<file path="src/rtl/riscv_ctrl_pkg.sv">
// Shared encodings and control-word types for the pipelined RV32I control path.
// The decoder, the pipeline registers and the forwarding unit all use these definitions.
package riscv_ctrl_pkg;

    localparam logic [6:0] OP_LOAD   = 7'b0000011;
    localparam logic [6:0] OP_STORE  = 7'b0100011;
    localparam logic [6:0] OP_REG    = 7'b0110011;
    localparam logic [6:0] OP_IMM    = 7'b0010011;
    localparam logic [6:0] OP_BRANCH = 7'b1100011;
    localparam logic [6:0] OP_JAL    = 7'b1101111;
    localparam logic [6:0] OP_LUI    = 7'b0110111;

    typedef enum logic [3:0] {
        ALU_ADD   = 4'd0,
        ALU_SUB   = 4'd1,
        ALU_AND   = 4'd2,
        ALU_OR    = 4'd3,
        ALU_XOR   = 4'd4,
        ALU_SLT   = 4'd5,
        ALU_SLTU  = 4'd6,
        ALU_SLL   = 4'd7,
        ALU_SRL   = 4'd8,
        ALU_SRA   = 4'd9,
        ALU_PASSB = 4'd10
    } alu_op_e;

    localparam logic [2:0] IMM_I = 3'b000;
    localparam logic [2:0] IMM_S = 3'b001;
    localparam logic [2:0] IMM_B = 3'b010;
    localparam logic [2:0] IMM_J = 3'b011;
    localparam logic [2:0] IMM_U = 3'b100;

    localparam logic [1:0] RES_ALU = 2'b00;
    localparam logic [1:0] RES_MEM = 2'b01;
    localparam logic [1:0] RES_PC4 = 2'b10;

    localparam logic [1:0] FWD_NONE = 2'b00;
    localparam logic [1:0] FWD_WB   = 2'b01;
    localparam logic [1:0] FWD_MEM  = 2'b10;

    // Register indices a format does not use are carried as x0, so they never
    // match a destination in hazard or forwarding comparisons.
    typedef struct packed {
        logic       reg_write;
        logic [1:0] result_src;
        logic       mem_write;
        logic       branch;
        logic       jump;
        alu_op_e    alu_ctrl;
        logic       alu_src;
        logic [2:0] funct3;
        logic [4:0] rd;
        logic [4:0] rs1;
        logic [4:0] rs2;
    } ctrl_t;

    typedef struct packed {
        logic       reg_write;
        logic [1:0] result_src;
        logic       mem_write;
        logic [4:0] rd;
    } ex_mem_t;

    typedef struct packed {
        logic       reg_write;
        logic [1:0] result_src;
        logic [4:0] rd;
    } mem_wb_t;

    localparam ctrl_t   CTRL_BUBBLE   = '0;
    localparam ex_mem_t EX_MEM_BUBBLE = '0;
    localparam mem_wb_t MEM_WB_BUBBLE = '0;

    // Register and immediate ALU ops share one map; only the register form can subtract.
    function automatic alu_op_e alu_decode(input logic [2:0] funct3,
                                           input logic       funct7_5,
                                           input logic       allow_sub);
        alu_op_e op;
        case (funct3)
            3'b000:  op = (allow_sub && funct7_5) ? ALU_SUB : ALU_ADD;
            3'b001:  op = ALU_SLL;
            3'b010:  op = ALU_SLT;
            3'b011:  op = ALU_SLTU;
            3'b100:  op = ALU_XOR;
            3'b101:  op = funct7_5 ? ALU_SRA : ALU_SRL;
            3'b110:  op = ALU_OR;
            default: op = ALU_AND;
        endcase
        return op;
    endfunction

    // The younger producer in MEM takes priority over the older one in WB.
    function automatic logic [1:0] forward_sel(input logic [4:0] rs,
                                               input logic       reg_write_m,
                                               input logic [4:0] rd_m,
                                               input logic       reg_write_w,
                                               input logic [4:0] rd_w);
        logic [1:0] sel;
        if (reg_write_m && (rd_m != 5'd0) && (rd_m == rs)) begin
            sel = FWD_MEM;
        end else if (reg_write_w && (rd_w != 5'd0) && (rd_w == rs)) begin
            sel = FWD_WB;
        end else begin
            sel = FWD_NONE;
        end
        return sel;
    endfunction

endpackage

</file>
<file path="src/rtl/ctrl_decoder.sv">
// Combinational ID-stage decoder: instruction word to control word, immediate
// format and illegal-opcode flag. Invalid or illegal slots decode to a bubble.
module ctrl_decoder
    import riscv_ctrl_pkg::*;
#(
    parameter bit EN_JUMP = 1'b1
) (
    input  logic [31:0] instr,
    input  logic        valid,
    output ctrl_t       ctrl,
    output logic [2:0]  imm_src,
    output logic        illegal
);

    logic [6:0] opcode;
    logic [2:0] funct3;
    logic       funct7_5;
    logic [4:0] rd;
    logic [4:0] rs1;
    logic [4:0] rs2;
    ctrl_t      word;
    logic       bad;
    logic       unused_imm_bits;

    assign opcode          = instr[6:0];
    assign rd              = instr[11:7];
    assign funct3          = instr[14:12];
    assign rs1             = instr[19:15];
    assign rs2             = instr[24:20];
    assign funct7_5        = instr[30];
    assign unused_imm_bits = ^{instr[31], instr[29:25]};

    // NOTE: every signal written here gets a default first, so no path can infer a latch.
    always_comb begin
        word    = CTRL_BUBBLE;
        bad     = 1'b0;
        imm_src = IMM_I;
        case (opcode)
            OP_LOAD: begin
                word.reg_write  = 1'b1;
                word.result_src = RES_MEM;
                word.alu_ctrl   = ALU_ADD;
                word.alu_src    = 1'b1;
                word.funct3     = funct3;
                word.rd         = rd;
                word.rs1        = rs1;
            end
            OP_STORE: begin
                imm_src        = IMM_S;
                word.mem_write = 1'b1;
                word.alu_ctrl  = ALU_ADD;
                word.alu_src   = 1'b1;
                word.funct3    = funct3;
                word.rs1       = rs1;
                word.rs2       = rs2;
            end
            OP_REG: begin
                word.reg_write = 1'b1;
                word.alu_ctrl  = alu_decode(funct3, funct7_5, 1'b1);
                word.funct3    = funct3;
                word.rd        = rd;
                word.rs1       = rs1;
                word.rs2       = rs2;
            end
            OP_IMM: begin
                word.reg_write = 1'b1;
                word.alu_ctrl  = alu_decode(funct3, funct7_5, 1'b0);
                word.alu_src   = 1'b1;
                word.funct3    = funct3;
                word.rd        = rd;
                word.rs1       = rs1;
            end
            OP_BRANCH: begin
                imm_src     = IMM_B;
                word.branch = 1'b1;
                case (funct3)
                    3'b100, 3'b101: word.alu_ctrl = ALU_SLT;
                    3'b110, 3'b111: word.alu_ctrl = ALU_SLTU;
                    default:        word.alu_ctrl = ALU_SUB;
                endcase
                word.funct3 = funct3;
                word.rs1    = rs1;
                word.rs2    = rs2;
            end
            OP_JAL: begin
                if (EN_JUMP) begin
                    imm_src         = IMM_J;
                    word.jump       = 1'b1;
                    word.reg_write  = 1'b1;
                    word.result_src = RES_PC4;
                    word.rd         = rd;
                end else begin
                    bad = 1'b1;
                end
            end
            OP_LUI: begin
                imm_src        = IMM_U;
                word.reg_write = 1'b1;
                word.alu_ctrl  = ALU_PASSB;
                word.alu_src   = 1'b1;
                word.rd        = rd;
            end
            default: bad = 1'b1;
        endcase

        illegal = valid && bad;
        ctrl    = (valid && !bad) ? word : CTRL_BUBBLE;
    end

endmodule

</file>
<file path="src/rtl/pipeline_control_unit.sv">
// Pipelined control unit for the 5-stage RV32I core: ID decode, ID/EX, EX/MEM
// and MEM/WB control registers, load-use stall and EX operand forwarding.
module pipeline_control_unit
    import riscv_ctrl_pkg::*;
#(
    parameter int ALUCTRL_W = 4,
    parameter bit EN_JUMP   = 1'b1
) (
    input  logic                 clk,
    input  logic                 rst,
    input  logic [31:0]          instr_d,
    input  logic                 valid_d,
    input  logic                 hold,
    input  logic                 flush_e,
    output logic [2:0]           imm_src_d,
    output logic                 illegal_d,
    output logic                 stall_fd,
    output logic                 alu_src_e,
    output logic                 branch_e,
    output logic                 jump_e,
    output logic [ALUCTRL_W-1:0] alu_ctrl_e,
    output logic [2:0]           funct3_e,
    output logic [4:0]           rd_e,
    output logic [4:0]           rs1_e,
    output logic [4:0]           rs2_e,
    output logic [1:0]           forward_a_e,
    output logic [1:0]           forward_b_e,
    output logic                 mem_write_m,
    output logic                 reg_write_w,
    output logic [1:0]           result_src_w,
    output logic [4:0]           rd_w
);

    ctrl_t   ctrl_d;
    ctrl_t   id_ex_q;
    ex_mem_t ex_mem_q;
    mem_wb_t mem_wb_q;
    logic    load_in_ex;
    logic    load_use;

    ctrl_decoder #(
        .EN_JUMP (EN_JUMP)
    ) u_decoder (
        .instr   (instr_d),
        .valid   (valid_d),
        .ctrl    (ctrl_d),
        .imm_src (imm_src_d),
        .illegal (illegal_d)
    );

    // Unused source fields decode as x0, so comparing against a nonzero rd is enough.
    assign load_in_ex = id_ex_q.reg_write && (id_ex_q.result_src == RES_MEM)
                        && (id_ex_q.rd != 5'd0);
    assign load_use   = load_in_ex
                        && ((ctrl_d.rs1 == id_ex_q.rd) || (ctrl_d.rs2 == id_ex_q.rd));

    // A flush redirects fetch, so holding IF/ID for the killed instruction is pointless.
    assign stall_fd = (load_use || hold) && !flush_e;

    // NOTE: pipeline state uses non-blocking assignments and clears asynchronously to a
    // bubble, so no stage can write a register or memory before real work arrives.
    always_ff @(posedge clk or negedge rst) begin
        if (!rst) begin
            id_ex_q <= CTRL_BUBBLE;
        end else if (flush_e) begin
            id_ex_q <= CTRL_BUBBLE;
        end else if (hold) begin
            id_ex_q <= id_ex_q;
        end else if (load_use) begin
            id_ex_q <= CTRL_BUBBLE;
        end else begin
            id_ex_q <= ctrl_d;
        end
    end

    always_ff @(posedge clk or negedge rst) begin
        if (!rst) begin
            ex_mem_q <= EX_MEM_BUBBLE;
        end else if (!hold) begin
            ex_mem_q <= '{reg_write:  id_ex_q.reg_write,
                          result_src: id_ex_q.result_src,
                          mem_write:  id_ex_q.mem_write,
                          rd:         id_ex_q.rd};
        end
    end

    always_ff @(posedge clk or negedge rst) begin
        if (!rst) begin
            mem_wb_q <= MEM_WB_BUBBLE;
        end else if (!hold) begin
            mem_wb_q <= '{reg_write:  ex_mem_q.reg_write,
                          result_src: ex_mem_q.result_src,
                          rd:         ex_mem_q.rd};
        end
    end

    assign forward_a_e = forward_sel(id_ex_q.rs1, ex_mem_q.reg_write, ex_mem_q.rd,
                                     mem_wb_q.reg_write, mem_wb_q.rd);
    assign forward_b_e = forward_sel(id_ex_q.rs2, ex_mem_q.reg_write, ex_mem_q.rd,
                                     mem_wb_q.reg_write, mem_wb_q.rd);

    assign alu_src_e    = id_ex_q.alu_src;
    assign branch_e     = id_ex_q.branch;
    assign jump_e       = id_ex_q.jump;
    assign alu_ctrl_e   = ALUCTRL_W'(id_ex_q.alu_ctrl);
    assign funct3_e     = id_ex_q.funct3;
    assign rd_e         = id_ex_q.rd;
    assign rs1_e        = id_ex_q.rs1;
    assign rs2_e        = id_ex_q.rs2;
    assign mem_write_m  = ex_mem_q.mem_write;
    assign reg_write_w  = mem_wb_q.reg_write;
    assign result_src_w = mem_wb_q.result_src;
    assign rd_w         = mem_wb_q.rd;

endmodule

</file>
<file path="config.mk">
export PLATFORM = sky130hd
export DESIGN_NAME = pipeline_control_unit
export DESIGN_NICKNAME = d
export VERILOG_FILES = /design/src/rtl/riscv_ctrl_pkg.sv /design/src/rtl/ctrl_decoder.sv /design/src/rtl/pipeline_control_unit.sv
export SDC_FILE = /design/constraint.sdc
export NUM_CORES = 1
export LEC_CHECK = 0
export ABC_AREA = 0
export CAP_MARGIN = 20
export CORE_MARGIN = 4
export CORE_UTILIZATION = 43
export DETAILED_ROUTE_END_ITERATION = 16
export GPL_ROUTABILITY_DRIVEN = 0
export PLACE_DENSITY = 0.79
export SLEW_MARGIN = 15
export SYNTH_ARGS = -nofsm -noshare
export SYNTH_HDL_FRONTEND = slang
export SYNTH_SLANG_ARGS = --single-unit
</file>
<file path="constraint.sdc">
create_clock -name clk -period 3.4 [get_ports clk]
set_input_delay 0.85 -clock clk [delete_from_list [all_inputs] [get_ports clk]]
set_output_delay 0.85 -clock clk [all_outputs]
set_load 0.02 [all_outputs]
</file>
==> results.md, run 1 <==
* Syn nets at 332
* Dominant cells by area after synthesis: dfrtp_1 41%, buf_4 6.4%, mux2_2 6.0%, xor2_1 4.7%, nand2_1 4.6%
* Post-CTS Hold Fix Bufs at 0
* Top FF cell, synth: dfrtp_1
* Die Y at 88.65 µm
* Clk Latency, worst-skew pair at 0.30 ns
* Die Width at 88.65 µm
* Crit end category: output port
* Worst R2R End: rs1_e[0]
* Total grt overflow at 0
* Seq/Total Area, Yosys at 0.4116
* Clock Tree Root: clkbuf_8
* Via-to-Cell Ratio at 5.518
* Initial core utilization at 0.4404
* Worst reg2reg path depth at 8
* Post-synthesis cell type count at 45
* Number of global-route vias before repair at 2448
* Failing checks: negative setup slack
* Layout Nets at 419
* Routed WL at 7.556 mm
* Share of the synthesized area in the top cell type at 0.4116
* Power per cell area at 265.9 nW/µm²
* Core area at 6350 µm²
* Detailed Route Iter0 Violations at 257
* Clk buf depth at 2
* CP endpoint: stall_fd
* Critical R2R Launch: rd_e[0]
* Area growth, synth to finish at 36.33%
* Period Utilization, post-route at 1.059
* CTS buffer count at 5
* YS warnings at 0
* CP Launch Type: primary input
* Data arrival time of the worst path at 2.75 ns
* DR WL/cell at 16.39 µm
* Post-synthesis register bit count at 46
* Number of max-cap violations at 0
* Drt first pass iters at 4
* Post-Syn Instances at 295
* H-tree depth at 2
* Initial antenna violation count at 1
* Final ANT Viol Nets at 0
* CTS tree: done
* Setup TNS at -0.1996 ns
* Maximum VDD drop at 159.4 µV
* Reg2Reg Setup Slack at 0.90 ns
* DP Wirelength at 5.779 mm
* Final setup violation count at 1
* Sink Count at 46
* Status: finished, violations left
* EDFF count, synth at 0
* Tightest Pin Transition at 0.6111 ns
* Final core occ at 0.6004
* Largest net degree at the start of global routing at 47
* Drt drc at 0
* Die area at 7858 µm²
* Clock-pin transition on the worst setup and hold timing paths at 0.08 ns
* Hold Vio Cnt, Final at 0
* Syn Area/Cell at 9.479 µm²
* Slew margin rel. at 0.5888
* CP startpoint: instr_d[4]
* DP Area at 3700 µm²
* Mapped cell area at 2796 µm²
* Setup WS post-layout at -0.1996 ns
* Unrepaired setup endpoints after global routing: yes
* Leading area contributor after synthesis: dfrtp_1
* Total GRT Usage at 0.1991
* CP max FO at 2
* Vias after detailed routing at 2544
* Layout cells sized above 1 at 0.2167
* First-pass GRT wire length at 12.07 mm
* Fin. max-slew vios at 0
* Worst Skew at 0.006867 ns
* Cell area after layout at 3812 µm²
* Fmax at 0.2778 GHz
* Kind of critical path: in -> out
* Final worst path period need at 3.600 ns
* Worst min path class: in -> async
* Hold slack at 0.4200 ns
* Final non-filler cell total at 461
* # IOs at 80
* WP data required at 2.55 ns
* Async set-reset flop share out of synthesis at 1.000
* Row count at 29
* PortBufs at 73
* Leakage at 1.764 nW
* Inst Count DP at 450
## cell type report
type | instances | area [µm²]
multi-input cells | 208 | 1431
flip-flops and latches | 46 | 1151
inverters | 6 | 22.52
diodes | 1 | 2.502
clock inverters | 2 | 13.76
clock buffers | 6 | 72.57
fillers | 538 | 2537
repair buffers | 115 | 1022
well taps | 77 | 96.34
## stage by stage
step	setup slack [ns]	total power, mW
5_1_grt	-0.2512	1.057
3_5_place_dp	-1.026	0.6982
4_1_cts	-0.2916	1.021
3_3_place_gp	-0.9705	0.6954
2_1_floorplan	-0.03293	0.6064
6_report	-0.1996	1.014
## Yosys cell counts (all sizes together), types with 2 or more instances
| master | number |
|---|---|
| o211ai | 4 |
| nor2 | 10 |
| nor4bb | 2 |
| xnor2 | 9 |
| or4 | 6 |
| o22ai | 3 |
| nand4 | 5 |
| o21ai | 22 |
| mux2 | 15 |
| inv | 6 |
| a2111oi | 2 |
| o31ai | 2 |
| a21oi | 7 |
| a31oi | 2 |
| dfrtp | 46 |
| o21a | 2 |
| nor4 | 6 |
| a21boi | 4 |
| buf | 29 |
| nor2b | 5 |
| nand3 | 13 |
| nor3 | 4 |
| or3 | 2 |
| a41oi | 2 |
| clkbuf | 6 |
| nand2 | 34 |
| and2 | 2 |
| and3 | 3 |
| or2 | 2 |
| nand2b | 4 |
| xor2 | 15 |
| a22o | 10 |
| o2111ai | 3 |
## power by group
part / internal (mW) / switching, mW / total [mW]
clock: 0.145 / 0.181 / 0.326
combinational: 0.0693 / 0.0701 / 0.139
sequential: 0.548 / 0.00122 / 0.549
## routing by layer
metal  vias up  routed length (µm)  GRT usage
li1       1229                   -          -
met1      1197                3251     0.2620
met2       107                3618     0.3300
met3        11                 567    0.03166
met4         0                 117    0.07418
met5         -                   0          0
## critical path, cell delays in order
cell and delay, ns:
clkdlybuf4s15_1 0.21, a21boi_4 0.17, a41oi_2 0.15, or4_4 0.45, or3_4 0.42, o31ai_4 0.23
o21ba_4 0.16, buf_6 0.11
## worst min path at each step
stage	start	cells past startpoint	slack, ns	end
2_1_floorplan	id_ex_q[25]	2	0.45	id_ex_q[25]
3_3_place_gp	alu_src_e	2	0.47	alu_src_e
3_5_place_dp	alu_ctrl_e[2]	2	0.47	alu_ctrl_e[2]
4_1_cts	alu_ctrl_e[2]	2	0.49	alu_ctrl_e[2]
5_1_grt	rst	1	0.43	id_ex_q[26]
6_report	rst	1	0.42	id_ex_q[26]
## sequential cells by signal, summed over array words and instances, names as in the netlist, 2 cells and up
signal and flops:
alu_ctrl_e 4, ex_mem_q 8, funct3_e 3, id_ex_q 4, rd_e 5, rd_w 5
result_src_w 2, rs1_e 5, rs2_e 5
## cell usage in the layout (no fill, tap or decap), types with 2 or more instances in the layout
| master | instances |
|---|---|
| a21boi_0 | 3 |
| a21oi_1 | 7 |
| a22o_1 | 10 |
| a31oi_1 | 2 |
| and2_1 | 2 |
| and3_1 | 2 |
| buf_2 | 5 |
| buf_4 | 41 |
| buf_6 | 2 |
| clkbuf_8 | 5 |
| clkdlybuf4s50_1 | 57 |
| dfrtp_1 | 46 |
| dlygate4sd2_1 | 7 |
| inv_1 | 6 |
| mux2_2 | 15 |
| nand2_1 | 34 |
| nand2b_1 | 4 |
| nand3_1 | 13 |
| nand4_1 | 5 |
| nor2_1 | 10 |
| nor2b_1 | 4 |
| nor3_1 | 4 |
| nor4_1 | 6 |
| nor4bb_1 | 2 |
| o2111ai_1 | 3 |
| o211ai_1 | 4 |
| o21a_1 | 2 |
| o21ai_0 | 22 |
| o22ai_1 | 3 |
| or4_1 | 5 |
| xnor2_1 | 9 |
| xor2_1 | 15 |
## timing repair
item	in CTS	in global routing
setup buffers	1	0
resized for setup	40	5
pin swaps	7	4
endpoints found under the setup margin	6	2
## cell families (layout without fill, tap and decap cells)
logic type / count (synthesis) / count (layout) / share of synthesized area
AND/OR/NAND/NOR: 101 / 101 / 0.1893
other: 0 / 1 / 0
AO/OA/AOI/OAI: 68 / 68 / 0.1749
flip-flops: 46 / 46 / 0.4116
buffers and inverters: 41 / 129 / 0.08859
XOR/XNOR: 24 / 24 / 0.07517
multiplexers: 15 / 15 / 0.06040
Power figures use the tool's default switching activity.
==> run 2, diff against run 1 <==
--- a/config.mk
+++ b/config.mk
@@ -8,10 +8,10 @@
 export ABC_AREA = 0
 export CAP_MARGIN = 20
 export CORE_MARGIN = 4
-export CORE_UTILIZATION = 43
+export CORE_UTILIZATION = 30
 export DETAILED_ROUTE_END_ITERATION = 16
 export GPL_ROUTABILITY_DRIVEN = 0
-export PLACE_DENSITY = 0.79
+export PLACE_DENSITY = 0.6
 export SLEW_MARGIN = 15
 export SYNTH_ARGS = -nofsm -noshare
 export SYNTH_HDL_FRONTEND = slang
==> results.md, run 2 (synthesis results as in run 1) <==
* Status: finished, violations left
* Failing checks: negative setup slack
* DR WL/cell at 16.66 µm (+1.7%)
* Pwr Total at 1.068 mW (+5.3%)
* First-pass GRT wire length at 13.46 mm (+12%)
* Hold slack at 0.4564 ns (+0.03641 ns)
* Power per cell area at 275.6 nW/µm² (+3.6%)
* Die area at 10930 µm² (+39%)
* Fill cells at 860 (+60%)
* Clk buf depth at 2 (unchanged)
* Die Y at 104.5 µm (+18%)
* Worst-path cell chain: buf_6, and4bb_1, a41oi_2, or4_4, or3_4, o31ai_4, o21ba_4, buf_6
* Layout Nets at 417 (-0.48%)
* Total grt overflow at 0 (unchanged)
* Register area at 1151 µm² (unchanged)
* Most flops, register: ex_mem_q
* Sink Count at 46 (unchanged)
* Clock share of power at 0.353 (+0.032)
* Total GRT Usage at 0.1514 (-0.04766)
* Multi-input logic area at 1424 µm² (-0.52%)
* Initial antenna violation count at 0 (-1)
* Slew margin rel. at 0.6310 (+0.04213)
* Via-to-Cell Ratio at 5.137 (-6.9%)
* Clock-pin transition on the worst setup and hold timing paths at 0.09 ns (about the same)
* Crit path top cell by count: buf_6
* Final ANT Viol Nets at 0 (unchanged)
* CTS tree: done
* Die Width at 104.5 µm (+18%)
* Number of max-cap violations at 0 (unchanged)
* CP Launch Type: primary input
* Area growth, synth to finish at 38.57%
* Period Utilization, post-route at 1.049 (-0.009706)
* P_sw at 0.2628 mW (+4.3%)
* Clock Tree Root: clkbuf_8
* Row count at 34 (+17%)
* WP data required at 2.55 ns (about the same)
* PortBufs at 73 (unchanged)
* Pint at 0.8050 mW (+5.7%)
* Drt drc at 0 (unchanged)
* Number of diodes at 0 (-1)
* Final worst path period need at 3.567 ns (-0.03300 ns)
* Final non-filler cell total at 489 (+6.1%)
* Max reg flops at 8 (unchanged)
* Inst Count DP at 479 (+6.4%)
* Maximum VDD drop at 144.4 µV (-9.4%)
* Crit end category: output port
* Fin. max-slew vios at 0 (unchanged)
* Core area at 8891 µm² (+40%)
* Setup WS post-layout at -0.1666 ns (+0.03300 ns)
* Most common cell after layout, fill and taps aside: clkdlybuf4s50_1
* CP max FO at 2 (unchanged)
* Number of global-route vias before repair at 2602 (+6.3%)
* Layout cells sized above 1 at 0.2152 (-0.001487)
* Tightest Pin Transition at 0.5524 ns (-0.05869 ns)
* Leakage at 1.775 nW (+0.62%)
* Routed WL at 8.149 mm (+7.8%)
* CP max stage cell: or4_4
* # IOs at 80 (unchanged)
* Clk Latency, worst-skew pair at 0.30 ns (about the same)
* Worst Skew at 0.009635 ns (+0.002768 ns)
* Kind of critical path: in -> out
* Slowest cell delay on critical path at 0.43 ns (-0.02 ns)
* Detailed Route Iter0 Violations at 100 (-61%)
* Drt first pass iters at 6 (+2)
* Most frequent cells in the layout: 57 x clkdlybuf4s50_1, 46 x dfrtp_1, 38 x buf_4
* H-tree depth at 2 (unchanged)
* Final setup violation count at 1 (unchanged)
* Final core occ at 0.4358 (-0.1646)
* Unrepaired setup endpoints after global routing: yes
* Data arrival time of the worst path at 2.72 ns (-0.03 ns)
* Largest net degree at the start of global routing at 47 (unchanged)
* Fmax at 0.2804 GHz (+0.93%)
* Logic gate share of total power at 0.133 (-0.004)
* Hold Vio Cnt, Final at 0 (unchanged)
* CTS buffer count at 5 (unchanged)
* Initial core utilization at 0.3145 (-0.1259)
* DP Wirelength at 6.227 mm (+7.8%)
* Switch share at 0.2461 (-0.002387)
* Sequential share of power at 0.514 (-0.027)
* Vias after detailed routing at 2512 (-1.3%)
* Worst min path class: in -> async
-- run 2: what timing repair did --
action                     4_1_cts  5_1_grt
buffers inserted                 1        0
resized for setup               44        4
hold buffers                     0        0
setup endpoints to repair        6        4
pin swaps                        7        6
cloned                           0        0
-- run 2: cell type report --
type | instances | share of cell area
Clock buffer | 7 | 0.02486
Inverter | 6 | 0.005812
Multi-Input combinational cell | 208 | 0.3675
Clock inverter | 1 | 0.002260
Sequential cell | 46 | 0.2971
Tap cell | 108 | 0.03487
Timing Repair Buffer | 113 | 0.2677
-- run 2: power by group through the flow --
stage / Sequential (mW) / Combinational, mW / Clock (mW)
floorplan: 0.560 / 0.0462 / 0
global placement: 0.560 / 0.139 / 0
detailed placement: 0.560 / 0.141 / 0
CTS: 0.549 / 0.140 / 0.385
global route: 0.549 / 0.156 / 0.409
finish: 0.549 / 0.143 / 0.377
-- run 2: path summary, 6_finish.rpt --
check / slack [ns] / from / endpoint / depth (start not counted)
worst max-delay path: -0.17 / instr_d[3] / stall_fd / 8
worst min-delay path: 0.46 / rst / branch_e / 1
worst max register to register: 1.00 / rd_e[0] / funct3_e[0] / 6
worst min register to register: 0.49 / alu_src_e / alu_src_e / 2
max in group asynchronous: 2.45 / rst / rd_w[3] / 2
min in group clk: 0.49 / alu_src_e / alu_src_e / 2
-- run 2: stage by stage --
step / cell area (µm²) / setup TNS, ns / setup slack [ns]
after detailed placement: 3736 / -3.649 / -1.061
after CTS: 3841 / -0.2827 / -0.2827
after global placement: 3736 / -3.247 / -1.080
after global routing: 3875 / -0.2099 / -0.2099
after floorplan: 2803 / -0.03293 / -0.03293
final: 3875 / -0.1666 / -0.1666
-- run 2: layer usage --
layer	global-route usage	vias to the layer above	share of wire
met2	0.2348	78	0.44
met4	0.05698	0	0.024
li1	-	1212	-
met5	0	-	0
met1	0.2079	1208	0.48
met3	0.03206	14	0.057
-- run 2: worst max-delay path, delay by kind of cell --
kind                   cells  cell delay [ns]
AND/OR/NAND/NOR            3             1.16
AO/OA/AOI/OAI              3             0.51
buffers and inverters      2             0.20
